`config.mk`:
```
export PLATFORM = sky130hd
export DESIGN_NAME = keccak_padder_flat
export DESIGN_NICKNAME = d
export VERILOG_FILES = /design/src/rtl/keccak_padder_pkg.sv /design/src/rtl/keccak_padder_if.sv /design/src/rtl/keccak_padder_pad_word_builder.sv /design/src/rtl/keccak_padder.sv /design/src/flat_wrapper.sv
export SDC_FILE = /design/constraint.sdc
export NUM_CORES = 1
export LEC_CHECK = 0
export ABC_CLOCK_PERIOD_IN_PS = 2150
export BUFFER_PORTS_ARGS = -buffer_cell sky130_fd_sc_hd__buf_2
export CORE_ASPECT_RATIO = 0.8
export CORE_MARGIN = 2
export CORE_UTILIZATION = 42
export CTS_CLUSTER_DIAMETER = 200
export DETAILED_ROUTE_END_ITERATION = 7
export PLACE_DENSITY = 0.77
export SLEW_MARGIN = 20
export SYNTH_ARGS = -nofsm -noshare
export SYNTH_HDL_FRONTEND = slang
export SYNTH_SLANG_ARGS = --single-unit
```
`constraint.sdc`:
```
create_clock -name clk -period 2.15 [get_ports clk]
set_input_delay 0.5375 -clock clk [delete_from_list [all_inputs] [get_ports clk]]
set_output_delay 0.5375 -clock clk [all_outputs]
set_load 0.03 [all_outputs]
```
`src/rtl/keccak_padder_pkg.sv`:
```
// Shared constants and types for the Keccak pad10*1 padder.
package keccak_padder_pkg;

    localparam logic [7:0] DOMAIN_SHAKE = 8'h1F;
    localparam logic [7:0] DOMAIN_SHA3  = 8'h06;
    localparam logic [7:0] PAD_FINAL    = 8'h80;

    localparam int unsigned RATE_WORDS_128 = 21;
    localparam int unsigned RATE_WORDS_256 = 17;

    typedef enum logic [1:0] {
        IDLE     = 2'd0,
        ABSORB   = 2'd1,
        PAD_HEAD = 2'd2,
        PAD_ZERO = 2'd3
    } pad_state_t;

endpackage

```
`src/rtl/keccak_padder_if.sv`:
```
// Message-in / padded-word-out bundle for keccak_padder.
// Optional macro KECCAK_PAD_DOMAIN_SEL_EN adds sha3_mode (domain byte select).
interface keccak_padder_if #(
    parameter int unsigned W         = 64,
    parameter int unsigned CNT_WIDTH = 32
);
    logic                 start;
    logic [CNT_WIDTH-1:0] remaining;
    logic [W-1:0]         in_data;
    logic                 in_valid;
    logic                 in_ready;
    logic                 cnt_step;
    logic [W-1:0]         out_data;
    logic                 out_valid;
    logic                 out_ready;
    logic                 out_blk_end;
    logic                 out_msg_end;
    logic                 busy;
`ifdef KECCAK_PAD_DOMAIN_SEL_EN
    logic                 sha3_mode;
`endif

    modport master (
`ifdef KECCAK_PAD_DOMAIN_SEL_EN
        output sha3_mode,
`endif
        output start, remaining, in_data, in_valid, out_ready,
        input  in_ready, cnt_step, out_data, out_valid, out_blk_end, out_msg_end, busy
    );

    modport slave (
`ifdef KECCAK_PAD_DOMAIN_SEL_EN
        input  sha3_mode,
`endif
        input  start, remaining, in_data, in_valid, out_ready,
        output in_ready, cnt_step, out_data, out_valid, out_blk_end, out_msg_end, busy
    );

endinterface

```
`src/rtl/keccak_padder_pad_word_builder.sv`:
```
// Combinational builder for one padded word: keeps the first k bytes of data,
// places the domain byte at byte k, zeroes the rest, optionally ORs 0x80 into the top byte.
module keccak_padder_pad_word_builder
    import keccak_padder_pkg::*;
#(
    parameter int unsigned W  = 64,
    parameter int unsigned KW = 3
) (
    input  logic [W-1:0]  data,
    input  logic [KW-1:0] k,
    input  logic [7:0]    dom,
    input  logic          set_final,
    output logic [W-1:0]  word_c
);

    localparam int unsigned NB = W / 8;

    // Byte-wise keep / domain / zero selection, then the closing pad bit.
    always_comb begin
        word_c = '0;
        for (int i = 0; i < NB; i++) begin
            if (KW'(i) < k) begin
                word_c[8*i +: 8] = data[8*i +: 8];
            end else if (KW'(i) == k) begin
                word_c[8*i +: 8] = dom;
            end
        end
        if (set_final) begin
            word_c[W-1 -: 8] = word_c[W-1 -: 8] | PAD_FINAL;
        end
    end

endmodule

```
`src/rtl/keccak_padder.sv`:
```
// Keccak pad10*1 padder: forwards message words, appends domain byte and
// zero fill up to the rate boundary, flags block and message ends.
// Optional macro KECCAK_PAD_DOMAIN_SEL_EN: sha3_mode sampled on start picks 0x06 vs 0x1F.
module keccak_padder
    import keccak_padder_pkg::*;
#(
    parameter int unsigned W          = 64,
    parameter int unsigned RATE_WORDS = RATE_WORDS_128,
    parameter int unsigned CNT_WIDTH  = 32
) (
    input  logic          clk,
    input  logic          rst,
    keccak_padder_if.slave bus
);

    localparam int unsigned NB    = W / 8;
    localparam int unsigned KW    = $clog2(NB);
    localparam int unsigned IDX_W = $clog2(RATE_WORDS);

    pad_state_t       state;
    pad_state_t       state_nxt;
    logic [IDX_W-1:0] idx;
    logic [W-1:0]     out_data_q;
    logic             out_valid_q;
    logic             out_blk_end_q;
    logic             out_msg_end_q;
    logic             cnt_step_q;
    logic             busy_q;

    logic             emit_ok;
    logic             drain;
    logic             last_slot;
    logic             rem_gt;
    logic             rem_eq;
    logic             load;
    logic             accept;
    logic             use_raw;
    logic             ld_msg_end;
    logic [W-1:0]     ld_data;
    logic [W-1:0]     b_data;
    logic [KW-1:0]    b_k;
    logic [7:0]       b_dom;
    logic             b_final;
    logic [W-1:0]     b_word;
    logic [7:0]       dom;

`ifdef KECCAK_PAD_DOMAIN_SEL_EN
    logic [7:0] dom_q;

    // Latch the domain byte at message start.
    always_ff @(posedge clk or negedge rst) begin
        if (!rst) begin
            dom_q <= DOMAIN_SHAKE;
        end else if (state == IDLE && bus.start) begin
            dom_q <= bus.sha3_mode ? DOMAIN_SHA3 : DOMAIN_SHAKE;
        end
    end

    assign dom = dom_q;
`else
    assign dom = DOMAIN_SHAKE;
`endif

    assign emit_ok   = !out_valid_q || bus.out_ready;
    assign drain     = out_valid_q && out_msg_end_q;
    assign last_slot = (idx == IDX_W'(RATE_WORDS - 1));
    assign rem_gt    = bus.remaining > CNT_WIDTH'(W);
    assign rem_eq    = bus.remaining == CNT_WIDTH'(W);

    assign bus.in_ready    = (state == ABSORB) && emit_ok;
    assign bus.cnt_step    = cnt_step_q;
    assign bus.out_data    = out_data_q;
    assign bus.out_valid   = out_valid_q;
    assign bus.out_blk_end = out_blk_end_q;
    assign bus.out_msg_end = out_msg_end_q;
    assign bus.busy        = busy_q;

    keccak_padder_pad_word_builder #(
        .W  (W),
        .KW (KW)
    ) u_builder (
        .data      (b_data),
        .k         (b_k),
        .dom       (b_dom),
        .set_final (b_final),
        .word_c    (b_word)
    );

    assign ld_data = use_raw ? bus.in_data : b_word;

    // State register.
    always_ff @(posedge clk or negedge rst) begin
        if (!rst) begin
            state <= IDLE;
        end else begin
            state <= state_nxt;
        end
    end

    // Next state and word-load decision; the final word is held in PAD_ZERO until accepted.
    always_comb begin
        state_nxt  = state;
        load       = 1'b0;
        accept     = 1'b0;
        use_raw    = 1'b0;
        ld_msg_end = 1'b0;
        b_data     = '0;
        b_k        = '0;
        b_dom      = '0;
        b_final    = 1'b0;
        case (state)
            IDLE: begin
                if (bus.start) begin
                    state_nxt = (bus.remaining == '0) ? PAD_HEAD : ABSORB;
                end
            end
            ABSORB: begin
                if (bus.in_valid && emit_ok) begin
                    accept = 1'b1;
                    load   = 1'b1;
                    if (rem_gt) begin
                        use_raw = 1'b1;
                    end else if (rem_eq) begin
                        use_raw   = 1'b1;
                        state_nxt = PAD_HEAD;
                    end else begin
                        b_data     = bus.in_data;
                        b_k        = bus.remaining[KW+2:3];
                        b_dom      = dom;
                        b_final    = last_slot;
                        ld_msg_end = last_slot;
                        state_nxt  = PAD_ZERO;
                    end
                end
            end
            PAD_HEAD: begin
                if (emit_ok) begin
                    load       = 1'b1;
                    b_dom      = dom;
                    b_final    = last_slot;
                    ld_msg_end = last_slot;
                    state_nxt  = PAD_ZERO;
                end
            end
            PAD_ZERO: begin
                if (drain) begin
                    if (bus.out_ready) begin
                        state_nxt = IDLE;
                    end
                end else if (emit_ok) begin
                    load       = 1'b1;
                    b_final    = last_slot;
                    ld_msg_end = last_slot;
                end
            end
            default: state_nxt = IDLE;
        endcase
    end

    // Output register, word index, step pulse and busy flag.
    always_ff @(posedge clk or negedge rst) begin
        if (!rst) begin
            out_data_q    <= '0;
            out_valid_q   <= 1'b0;
            out_blk_end_q <= 1'b0;
            out_msg_end_q <= 1'b0;
            idx           <= '0;
            cnt_step_q    <= 1'b0;
            busy_q        <= 1'b0;
        end else begin
            cnt_step_q <= accept;
            busy_q     <= (state_nxt != IDLE);
            if (load) begin
                out_data_q    <= ld_data;
                out_valid_q   <= 1'b1;
                out_blk_end_q <= last_slot;
                out_msg_end_q <= ld_msg_end;
                idx           <= last_slot ? '0 : idx + IDX_W'(1);
            end else if (out_valid_q && bus.out_ready) begin
                out_valid_q   <= 1'b0;
                out_blk_end_q <= 1'b0;
                out_msg_end_q <= 1'b0;
            end
        end
    end

endmodule
```
`src/flat_wrapper.sv`:
```
// flat-port wrapper written by rule: the top's interface ports become plain ports
module keccak_padder_flat import keccak_padder_pkg::*;
#(
    parameter int unsigned W          = 64,
    parameter int unsigned RATE_WORDS = RATE_WORDS_128,
    parameter int unsigned CNT_WIDTH  = 32
)
  (clk, rst, bus_start, bus_remaining, bus_in_data, bus_in_valid, bus_out_ready, bus_in_ready, bus_cnt_step, bus_out_data, bus_out_valid, bus_out_blk_end, bus_out_msg_end, bus_busy);
  keccak_padder_if #(.W(W), .CNT_WIDTH(CNT_WIDTH)) bus_i ();
  input  logic clk;
  input  logic rst;
  input wire logic [$bits(bus_i.start)-1:0] bus_start;
  input wire logic [$bits(bus_i.remaining)-1:0] bus_remaining;
  input wire logic [$bits(bus_i.in_data)-1:0] bus_in_data;
  input wire logic [$bits(bus_i.in_valid)-1:0] bus_in_valid;
  input wire logic [$bits(bus_i.out_ready)-1:0] bus_out_ready;
  output wire logic [$bits(bus_i.in_ready)-1:0] bus_in_ready;
  output wire logic [$bits(bus_i.cnt_step)-1:0] bus_cnt_step;
  output wire logic [$bits(bus_i.out_data)-1:0] bus_out_data;
  output wire logic [$bits(bus_i.out_valid)-1:0] bus_out_valid;
  output wire logic [$bits(bus_i.out_blk_end)-1:0] bus_out_blk_end;
  output wire logic [$bits(bus_i.out_msg_end)-1:0] bus_out_msg_end;
  output wire logic [$bits(bus_i.busy)-1:0] bus_busy;
  assign bus_i.start = bus_start;
  assign bus_i.remaining = bus_remaining;
  assign bus_i.in_data = bus_in_data;
  assign bus_i.in_valid = bus_in_valid;
  assign bus_i.out_ready = bus_out_ready;
  assign bus_in_ready = bus_i.in_ready;
  assign bus_cnt_step = bus_i.cnt_step;
  assign bus_out_data = bus_i.out_data;
  assign bus_out_valid = bus_i.out_valid;
  assign bus_out_blk_end = bus_i.out_blk_end;
  assign bus_out_msg_end = bus_i.out_msg_end;
  assign bus_busy = bus_i.busy;
  keccak_padder #(.W(W), .RATE_WORDS(RATE_WORDS), .CNT_WIDTH(CNT_WIDTH)) u_core (.clk(clk), .rst(rst), .bus(bus_i));
endmodule
```
* Yosys cells after proc, flatten, opt, wreduce, memory -nomap -nowiden
Cells that the tools add are included.
Widths: inputs -> output; s select.
** Storage, ports and cells
- Register bits :: 76
- Input port bits :: 101
- Output and inout port bits :: 70
** Operators by class
- Add/subtract/negate cells :: 1
- Magnitude comparators :: 9
- Eq/ne operators :: 12
- Mux-type cells :: 60
- Reduce and logical (&&, ||, !) cells :: 11
** Operator list (number)
- $mux 64 :: 5
- $mux 8 :: 19
- $eq 32x7->1 const B :: 1
- $gt 32x7->1 const B :: 1
- $logic_not 32->1 :: 1
- $mux 1 :: 18
- $pmux 8 s2 :: 1
- $mux 5 :: 3
- $mux 2 :: 7
- $eq 3x3->1 const A :: 4
- $lt 3x3->1 const A :: 4
- $mux 3 :: 4
- $pmux 2 s4 :: 1
- $eq 2x3->1 const A :: 2
- $lt 1x3->1 const A :: 2
- $lt 2x3->1 const A :: 2
- $pmux 1 s3 :: 2
- $add 5x1->5 const B :: 1
- $eq 5x5->1 const B :: 1
- $eq 2x2->1 const B :: 2
- $logic_and 1x1->1 :: 4
- $reduce_bool 2->1 :: 2
- $eq 1x3->1 const A :: 1
- $logic_not 3->1 :: 1
- 4 further kinds :: 4

* Longest topological paths before layout
Gate-level depths: netlist of the first run.
- Word-level depth :: 10
- Depth in mapped cells :: 9
- Mapped depth without buffers :: 7

* Modules after synthesis
A second synthesis of the first run with hierarchy kept.
** Second synthesis, totals
- Cell total of the unflattened synthesis :: 699
- Area total of the unflattened synthesis :: 5358.9 um^2
** By module, submodules not included
- keccak_padder :: instances 1, cells each 518, area each 4284.1 um^2, seq. area each 1901.8 um^2
- keccak_padder_pad_word_builder :: instances 1, cells each 181, area each 1074.8 um^2, seq. area each 0.0 um^2

* Least setup slack after synthesis of the first run
No wires, ideal clock.
- Path kind :: input -> register
- From :: input bus_remaining[16]
- To :: register u_core.busy_q, in the netlist u_core.bus.busy
- Library setup time :: 0.124 ns
- Data arrival time :: 2.042 ns
- Data required time :: 2.026 ns
- Path slack :: -0.016 ns
- Stages on the path :: 6
- Path buffers :: 0
- Path through :: nor4_1 -> nand2_1 -> or3_4 -> o311ai_4 -> a21oi_2 -> or2_1
** On the way
- Word-level cells in the longest chain between the ends :: 6
** RTL lines
- from (decl) :: line flat_wrapper.sv:13 : input wire logic [$bits(bus_i.remaining)-1:0] bus_remaining;
- parallel branches: the longest is 4 deep, another holds $gt 32x7->1
- $pmux 2 s4 (*) :: line keccak_padder.sv:111 : case (state)
- net u_core.state_nxt[0] :: line keccak_padder.sv:21 : pad_state_t state_nxt;
- $reduce_bool 2->1 (*) :: line keccak_padder.sv:172 : busy_q <= (state_nxt != IDLE);
- to (signal assigned) :: line keccak_padder.sv:172
- to (decl) :: line keccak_padder.sv:28 : logic busy_q;
Mark *: on every way through the listed nets, which the timed path passes.
A chain may end at the register's enable or synchronous reset.

* Final worst setup path of the first run
- From :: register u_core.state[0]
- To :: register u_core.out_data_q[3], in the netlist u_core.bus.out_data[3]
** On the way
- Word-level cells in the longest chain between the ends :: 6
** RTL lines
- from (decl) :: line keccak_padder.sv:20 : pad_state_t state;
- from (signal assigned) :: line keccak_padder.sv:96 : state <= state_nxt;
- parallel branches: the longest is 6 deep, another holds $lt 1x3->1
- to (signal assigned) :: line keccak_padder.sv:174 : out_data_q <= ld_data;
- to (decl) :: line keccak_padder.sv:23 : logic [W-1:0] out_data_q;
Parallel ways; which one is timed is not known.

==> results of run 1 <==
[logic make-up (layout without fill, tap and decap cells)]
group	after synthesis	count (layout)	synth area share
AOI/OAI and AO/OA	93	93	0.176
adders and majority gates	6	6	0.0210
buffers and inverters	24	226	0.0270
DFF	76	76	0.533
muxes	1	1	0.00315
and+or+nand+nor	167	167	0.240
[state kept, by name, summed over array words and instances (netlist names)]
signal                  flops
u_core.bus.busy             1
u_core.bus.cnt_step         1
u_core.bus.out_blk_end      1
u_core.bus.out_data        64
u_core.bus.out_msg_end      1
u_core.bus.out_valid        1
u_core.idx                  5
u_core.state                2
[worst max path at each step]
| stage | startpoint | endpoint | cells past startpoint |
|---|---|---|---|
| after floorplan | bus_remaining[16] | u_core.bus.busy$_DFF_PN0_ | 6 |
| after global placement | bus_remaining[16] | u_core.bus.out_data[4]$_DFFE_PN0P_ | 7 |
| after detailed placement | bus_remaining[25] | u_core.bus.out_data[3]$_DFFE_PN0P_ | 6 |
| after CTS | u_core.state[0]$_DFF_PN0_ | u_core.bus.out_data[18]$_DFFE_PN0P_ | 8 |
| after global routing | u_core.state[0]$_DFF_PN0_ | u_core.bus.out_data[3]$_DFFE_PN0P_ | 9 |
| final | u_core.state[0]$_DFF_PN0_ | u_core.bus.out_data[3]$_DFFE_PN0P_ | 9 |
[cells in the mapped netlist (3+ instances only)]
| library cell | count | share of area |
|---|---|---|
| a21oi_1 | 38 | 0.053 |
| a221o_1 | 11 | 0.031 |
| a22o_1 | 8 | 0.020 |
| and2_1 | 6 | 0.011 |
| buf_2 | 5 | 0.0070 |
| clkbuf_1 | 9 | 0.0095 |
| dfrtp_1 | 76 | 0.53 |
| ha_1 | 6 | 0.021 |
| inv_1 | 10 | 0.011 |
| nand2_1 | 71 | 0.075 |
| nand3_1 | 25 | 0.035 |
| nor2_1 | 33 | 0.035 |
| nor3_1 | 5 | 0.0070 |
| nor4_1 | 7 | 0.012 |
| nor4_2 | 3 | 0.011 |
| o21a_1 | 3 | 0.0063 |
| o21ai_0 | 12 | 0.017 |
| o21ai_1 | 6 | 0.0084 |
| o22a_1 | 5 | 0.012 |
[per-layer routing]
metal	up-vias	wire length [µm]	GRT usage
met5	-	0	0
met1	1639	4510	0.304
met3	11	718	0.0602
met4	0	98	0.0472
met2	135	4750	0.361
li1	1708	-	-
[metrics by stage]
stage	TNS (ns)	utilization	total power, mW
2_1_floorplan	0	-	2.93
3_3_place_gp	-4.41	0.567	3.48
3_5_place_dp	-8.40	0.567	3.53
4_1_cts	0	0.592	4.68
5_1_grt	-0.621	0.599	4.92
6_report	0	0.599	4.65
[power by group]
group	leakage [nW]	internal (mW)	switching, mW	total (mW)
sequential	0.937	1.73	0.202	1.94
clock	0.103	0.555	0.587	1.14
combinational	1.53	0.525	1.04	1.57
total	2.57	2.82	1.83	4.65
[cell type report]
cell class              count  area [µm²]
clock inverters             7        80.1
inverters                  10        37.5
repair buffers            200        1100
clock buffers               9         124
fillers                   739        3360
well taps                 112         140
flip-flops and latches     76        1900
multi-input cells         267        1630
[repair_timing]
action                     in CTS  in global routing
pin swaps                       0                  6
resized for setup               1                  7
setup endpoints to repair       5                 48
setup buffers                   0                  4
==> impl_results.md, run 1 <==
* FP Rows at 30
* Vias per cell at 5.13
* Num CTS Buffers at 9
* Worst-path cell chain: inv_1 > ha_2 > o21ai_0 > a21oi_1 > buf_4 > o21ai_4 > buf_4 > buf_4 > a221o_1
* DRC Markers at 0
* CP Class: reg2reg
* Yosys Warn Count at 0
* RSZ-0062 raised after global routing: yes
* Worst setup margin at 0.0795 ns
* GRT Util Overall at 0.223
* Clk buf depth at 2
* Clock period minus worst slack at 2.07 ns
* Nets at 671
* Leak at 2.57 nW
* Critical Path End Type: flip-flop
* Buf+Inv Stages, Crit Path at 4
* Core Footprint at 8370 µm²
* Clk Latency, worst-skew pair at 0.34 ns
* Hold WC Path Type: in2async
* Slew @ Worst Pin at 0.682 ns
* Max Cap Violations at 0
* Clock skew at 0.0139 ns
* CP arrival at 2.30 ns
* Vias in the first global route at 3307
* Via count at 3493
* Syn Std Cell Area at 3570 µm²
* Clk pin slew, worst setup/hold paths at 0.09 ns
* Most frequent cells in the layout: 169 x buf_2, 76 x dfrtp_1, 70 x nand2_1
* Layout Cells excl Fill at 681
* Synth cell types at 42
* Most frequent CP cell: buf_4
* Remaining Overflow, GRT at 0
* GPL Wtd Cong at 0.870
* Detailed-placement wirelength estimate at 7900 µm
* Post-CTS Hold Buffers at 0
* Sequential-to-total area share from yosys stat at 0.533
* Post-synthesis register bit count at 76
* Clock Sinks at 76
* First-pass GRT wire length at 16100 µm
* Die X at 107 µm
* CTS H-tree lvls at 3
* Worst endpoint required time at 2.38 ns
* Reg2Reg Setup Slack at 0.08 ns
* Placed insts at 661
* Mapped Cells at 367
* Worst R2R End: u_core.bus.out_data[3]$_DFFE_PN0P_
* DRT antenna net count at 0
* Root Buffer: clkbuf_8
* Final setup fails at 0
* Area grow syn2layout at 40.4%
* Iter 0 DRT Violations at 203
* Largest net degree at the start of global routing at 41
* CP max-delay cell: dfrtp_1
* Die H at 86.5 µm
* Peak supply drop at 0.000486 V
* Initial Util at 0.426
* Top FF cell, synth: dfrtp_1
* Synth async-reset ratio at 1.00
* Crit path max-delay family: compound AO/OA/AOI/OAI gates
* Worst r2r src: u_core.state[0]$_DFF_PN0_
* # IOs at 171
* EDFF count, synth at 0
* Overall die area at 9260 µm²
* Outcome: complete, no violations
* Post-DP Area at 4750 µm²
* CTS tree: yes
* Drt pass-1 iters at 4
* Dpl ws at -0.254 ns
* Worst reg2reg path depth at 9
* Max Slew Vio Count at 0
* Routed WL at 10100 µm
* Fin Hold WS at 0.159 ns
* Drt wl/cell at 14.8 µm
* Initial antenna violation count at 0
* Number of buffers added on ports at 170
* Fmax at 0.483 GHz
* Fin. Hold Viols at 0
* Total power density per cell area at 927 nW/µm²
* Final Instance Area at 5010 µm²
* CP max FO at 10
* Share of cells above drive strength 1 at 0.425
* Final worst path period share at 0.963
* Crit start category: flip-flop
* Commonest non-fill, non-tap cell in the layout: buf_2
* Post-synth net total at 474
* Inserted Diodes at 0
* Max-slew headroom at 0.545
* Slowest stage delay, CP at 0.41 ns
* Syn Area/Cell at 9.73 µm²
Note: power is estimated with default switching activity, not from simulation.
==> inputs of run 2 (changes only) <==
- BUFFER_PORTS_ARGS: -buffer_cell sky130_fd_sc_hd__buf_2 -> -buffer_cell sky130_fd_sc_hd__buf_4
- CORE_UTILIZATION: 42 -> 30
- PLACE_DENSITY: 0.77 -> 0.58
==> impl_results.md, run 2 (synthesis gave the netlist of run 1 again) <==
* Nets at 679
* Fin Hold WS at 0.144 ns
* Core Footprint at 11600 µm²
* Area grow syn2layout at 57.5%
* Detailed-placement wirelength estimate at 8570 µm
* Fmax at 0.478 GHz
* Root Buffer: clkbuf_16
* Clk Latency, worst-skew pair at 0.33 ns
* CP Class: reg2out
* Post-DP Area at 5290 µm²
* DRT antenna net count at 0
* Largest net degree at the start of global routing at 46
* Buf+Inv Stages, Crit Path at 3
* Post-CTS Hold Buffers at 0
* Clock skew at 0.00684 ns
* Slowest stage delay, CP at 0.38 ns
* Crit start category: flip-flop
* RSZ-0062 raised after global routing: yes
* Worst setup margin at 0.0575 ns
* Slew @ Worst Pin at 0.928 ns
* CTS H-tree lvls at 3
* Max Cap Violations at 0
* Most frequent cells in the layout: 206 x buf_4, 76 x dfrtp_1, 70 x nand2_1
* Remaining Overflow, GRT at 0
* Dpl ws at -0.269 ns
* Multi-input logic area at 1630 µm²
* Crit path max-delay family: buffers and inverters
* Placed insts at 706
* Share of cells above drive strength 1 at 0.435
* CP max FO at 6
* Gr busiest metal: met2
* Clock Sinks at 76
* Die X at 126 µm
* Iter 0 DRT Violations at 112
* Total power at 5.14 mW
* # fillers at 1090
* Drt wl/cell at 15.2 µm
* Vias in the first global route at 3492
* GRT met2 Usage at 0.275
* Drt pass-1 iters at 4
* Met1 usage at 0.234
* Fin. Hold Viols at 0
* Outcome: complete, no violations
* Routing usage on met3 at 0.0586
* GRT Util Overall at 0.174
* Routed WL at 11000 µm
* # IOs at 171
* Inserted Diodes at 0
* Number of buffers added on ports at 170
* First-pass GRT wire length at 17700 µm
* Max-slew headroom at 0.378
* Storage cell area at 1900 µm²
* CP arrival at 1.56 ns
* Vias per cell at 4.90
* Leak at 2.77 nW
* CTS tree: yes
* Worst endpoint required time at 1.61 ns
* Final worst path period share at 0.973
* Max Slew Vio Count at 0
* CP max-delay cell: dfrtp_1
* Clock period minus worst slack at 2.09 ns
* Setup TNS at 0 ns
* Commonest non-fill, non-tap cell in the layout: buf_4
* Hold WC Path Type: in2async
* Total power density per cell area at 913 nW/µm²
* Max reg flops at 64
* GPL Wtd Cong at 0.864
* Worst-path cell chain: buf_4 > ha_1 > buf_4 > and2_1 > buf_4
* Peak supply drop at 0.000464 V
* Initial antenna violation count at 0
* FP Rows at 35
* Final Instance Area at 5620 µm²
* Initial Util at 0.309
* Via count at 3554
* Utilization after layout at 0.486
* Clk buf depth at 2
* Critical Path End Type: output pin
* Die H at 102 µm
* Most frequent CP cell: buf_4
* Num CTS Buffers at 9
* Layout Cells excl Fill at 725
* Clk pin slew, worst setup/hold paths at 0.06 ns
* Overall die area at 12800 µm²
* Final setup fails at 0
* DRC Markers at 0
## run 2: worst paths after layout
check                                               startpoint                                  end  slack [ns]  cells past startpoint
hold / removal                                             rst  u_core.bus.out_data[50]$_DFFE_PN0P_        0.14                      1
hold reg to reg            u_core.bus.out_data[46]$_DFFE_PN0P_  u_core.bus.out_data[46]$_DFFE_PN0P_        0.47                      2
max in group asynchronous                                  rst   u_core.bus.out_data[8]$_DFFE_PN0P_        1.42                      2
setup / recovery                     u_core.state[0]$_DFF_PN0_                         bus_in_ready        0.06                      5
min in group clk                               bus_in_data[39]  u_core.bus.out_data[39]$_DFFE_PN0P_        0.42                      3
setup reg to reg                     u_core.state[0]$_DFF_PN0_            u_core.bus.busy$_DFF_PN0_        0.10                     10
## run 2: area by class of cell
type,count,share of cell area
timing repair buffer,208,0.282
clock buffer,11,0.0432
clock inverter,5,0.00645
tap,148,0.0329
multi-input combinational,267,0.290
sequential,76,0.338
inverter,10,0.00668
## run 2: routing by layer
metal  wire length [µm]  part of all wire
met5                  0                 0
met4                 61            0.0055
met2               5070              0.46
met3                819             0.074
met1               5070              0.46
## run 2: what timing repair did
item                       CTS  global route
setup buffers                0             3
setup endpoints to repair    0            45
gates resized for setup      0            12
## run 2: where the power goes
part	switching (mW)	leakage, nW	internal (mW)	total (mW)
registers	0.218	0.937	1.74	1.96
clock network	0.580	0.128	0.815	1.40
logic	1.05	1.70	0.732	1.78
==> inputs of run 3 (changes only) <==
- BUFFER_PORTS_ARGS: -buffer_cell sky130_fd_sc_hd__buf_4 -> not set
- DONT_BUFFER_PORTS: not set -> 1
- PLACE_DENSITY: 0.58 -> 0.45
==> impl_results.md, run 3 (synthesis gave the netlist of run 1 again) <==
* Detailed-placement wirelength estimate at 7660 µm
* Final worst path period share at 0.951
* Fmax at 0.489 GHz
* Vias per cell at 5.27
* Nets at 502
* Slowest stage delay, CP at 0.41 ns
* Initial antenna violation count at 0
* Worst endpoint required time at 2.40 ns
* Max reg flops at 64
* Commonest non-fill, non-tap cell in the layout: dfrtp_1
* Final setup fails at 0
* Initial Util at 0.309
* Peak supply drop at 0.000365 V
* Critical Path End Type: flip-flop
* Drt pass-1 iters at 4
* Crit start category: flip-flop
* Inserted Diodes at 0
* Clock period minus worst slack at 2.04 ns
* Share of cells above drive strength 1 at 0.190
* Fin Hold WS at -0.0940 ns
* FP Rows at 35
* CP max-delay cell: dfrtp_1
* Crit path max-delay family: compound AO/OA/AOI/OAI gates
* Total power density per cell area at 1110 nW/µm²
* Vias in the first global route at 2902
* Core Footprint at 11600 µm²
* Fin. Hold Viols at 76
* Largest net degree at the start of global routing at 77
* Number of buffers added on ports at 0
* Outcome: finished, violations left
* First-pass GRT wire length at 15600 µm
* Remaining Overflow, GRT at 0
* GRT Util Overall at 0.155
* Area grow syn2layout at 21.7%
* Routed WL at 10100 µm
* Dpl ws at -0.140 ns
* Clk buf depth at 2
* GPL Wtd Cong at 0.823
* Via count at 2887
* Iter 0 DRT Violations at 99
* Num CTS Buffers at 9
* Worst-path cell chain: inv_1 > ha_2 > nand3_2 > buf_4 > nor4b_4 > nand2_2 > o31a_1 > a21oi_1
* CTS tree: yes
* Clock Sinks at 76
* Clock skew at 0.00411 ns
* Worst r2r src: u_core.state[1]$_DFF_PN0_
* Root Buffer: clkbuf_16
* CP Class: reg2reg
* Buf+Inv Stages, Crit Path at 2
* Utilization after layout at 0.376
* # IOs at 171
* Failing checks: hold timing
* Most frequent cells in the layout: 75 x dfrtp_1, 70 x nand2_1, 33 x nor2_1, 33 x a21oi_1, 28 x buf_4
* Clk pin slew, worst setup/hold paths at 0.06 ns
* Setup TNS at 0 ns
* Critical path startpoint: u_core.state[1]$_DFF_PN0_
* Worst setup margin at 0.105 ns
* Die X at 126 µm
* CP max FO at 5
* DRC Markers at 0
* Clk Latency, worst-skew pair at 0.33 ns
* DRT antenna net count at 0
* Reg2Reg Setup Slack at 0.11 ns
* Drt wl/cell at 18.4 µm
* CTS H-tree lvls at 3
* # fillers at 1174
* Overall die area at 12800 µm²
* Leak at 1.93 nW
* Slew @ Worst Pin at 0.685 ns
* Max-slew headroom at 0.544
* Die H at 102 µm
* Max Slew Vio Count at 0
* Hold WC Path Type: in2async
* Max Cap Violations at 0
* CP arrival at 2.30 ns
[run 3: cell types whose count changed in the layout (fill, tap and decap cells not counted), sizes merged]
cell and change:
clkinv -1, bufinv +2, inv -1, clkbuf +2
buf -177, clkinvlp -2
[run 3: per-stage QoR]
step / power [mW] / cell area (µm²) / instances
final: 4.80 / 4350 / 548
after detailed placement: 3.14 / 3920 / 527
after global placement: 3.12 / 3920 / 527
after CTS: 4.86 / 4260 / 543
after floorplan: 2.93 / 3590 / 367
after global routing: 5.05 / 4350 / 548
[run 3: final timing paths]
kind / endpoint / cells after the start
hold reg to reg: u_core.idx[2]$_DFFE_PN0P_ / 1
setup / recovery: u_core.bus.out_data[40]$_DFFE_PN0P_ / 8
hold / removal: u_core.state[0]$_DFF_PN0_ / 0
max in group asynchronous: u_core.bus.out_data[30]$_DFFE_PN0P_ / 0
setup reg to reg: u_core.bus.out_data[40]$_DFFE_PN0P_ / 8
min in group clk: u_core.bus.out_data[14]$_DFFE_PN0P_ / 2
[run 3: worst register-to-register path, stage by stage (launching register included)]
cell and delay [ns]:
dfrtp_1 0.41, inv_1 0.10, ha_2 0.19, nand3_2 0.10, buf_4 0.18, nor4b_4 0.31, nand2_2 0.10, o31a_1 0.40
a21oi_1 0.18
[run 3: area by class of cell]
| type | count | area, µm² | share of cell area |
|---|---|---|---|
| Clock buffer | 13 | 270 | 0.0622 |
| Inverter | 10 | 37.5 | 0.00864 |
| Timing Repair Buffer | 31 | 244 | 0.0561 |
| Tap cell | 148 | 185 | 0.0426 |
| Sequential cell | 76 | 1900 | 0.438 |
| Multi-Input combinational cell | 267 | 1640 | 0.377 |
| Clock inverter | 3 | 67.6 | 0.0155 |
[run 3: timing repair]
item	CTS	global route
endpoints found under the setup margin	3	67
setup buffers	0	5
pin swaps	0	6
resized for setup	1	15
endpoints found under the hold margin	76	76
gates cloned	0	0
[run 3: metal layers]
| metal | share of wire | routed length (µm) | GRT usage |
|---|---|---|---|
| met5 | 0 | 0 | 0 |
| met2 | 0.47 | 4780 | 0.246 |
| met3 | 0.074 | 752 | 0.0555 |
| met4 | 0.010 | 106 | 0.0414 |
| met1 | 0.44 | 4460 | 0.203 |
[run 3: where the power goes]
part           switching [mW]  total [mW]  internal, mW
Sequential              0.798        2.53          1.73
Combinational           0.318       0.594         0.276
Clock                   0.567        1.68          1.11
Total                    1.68        4.80          3.12
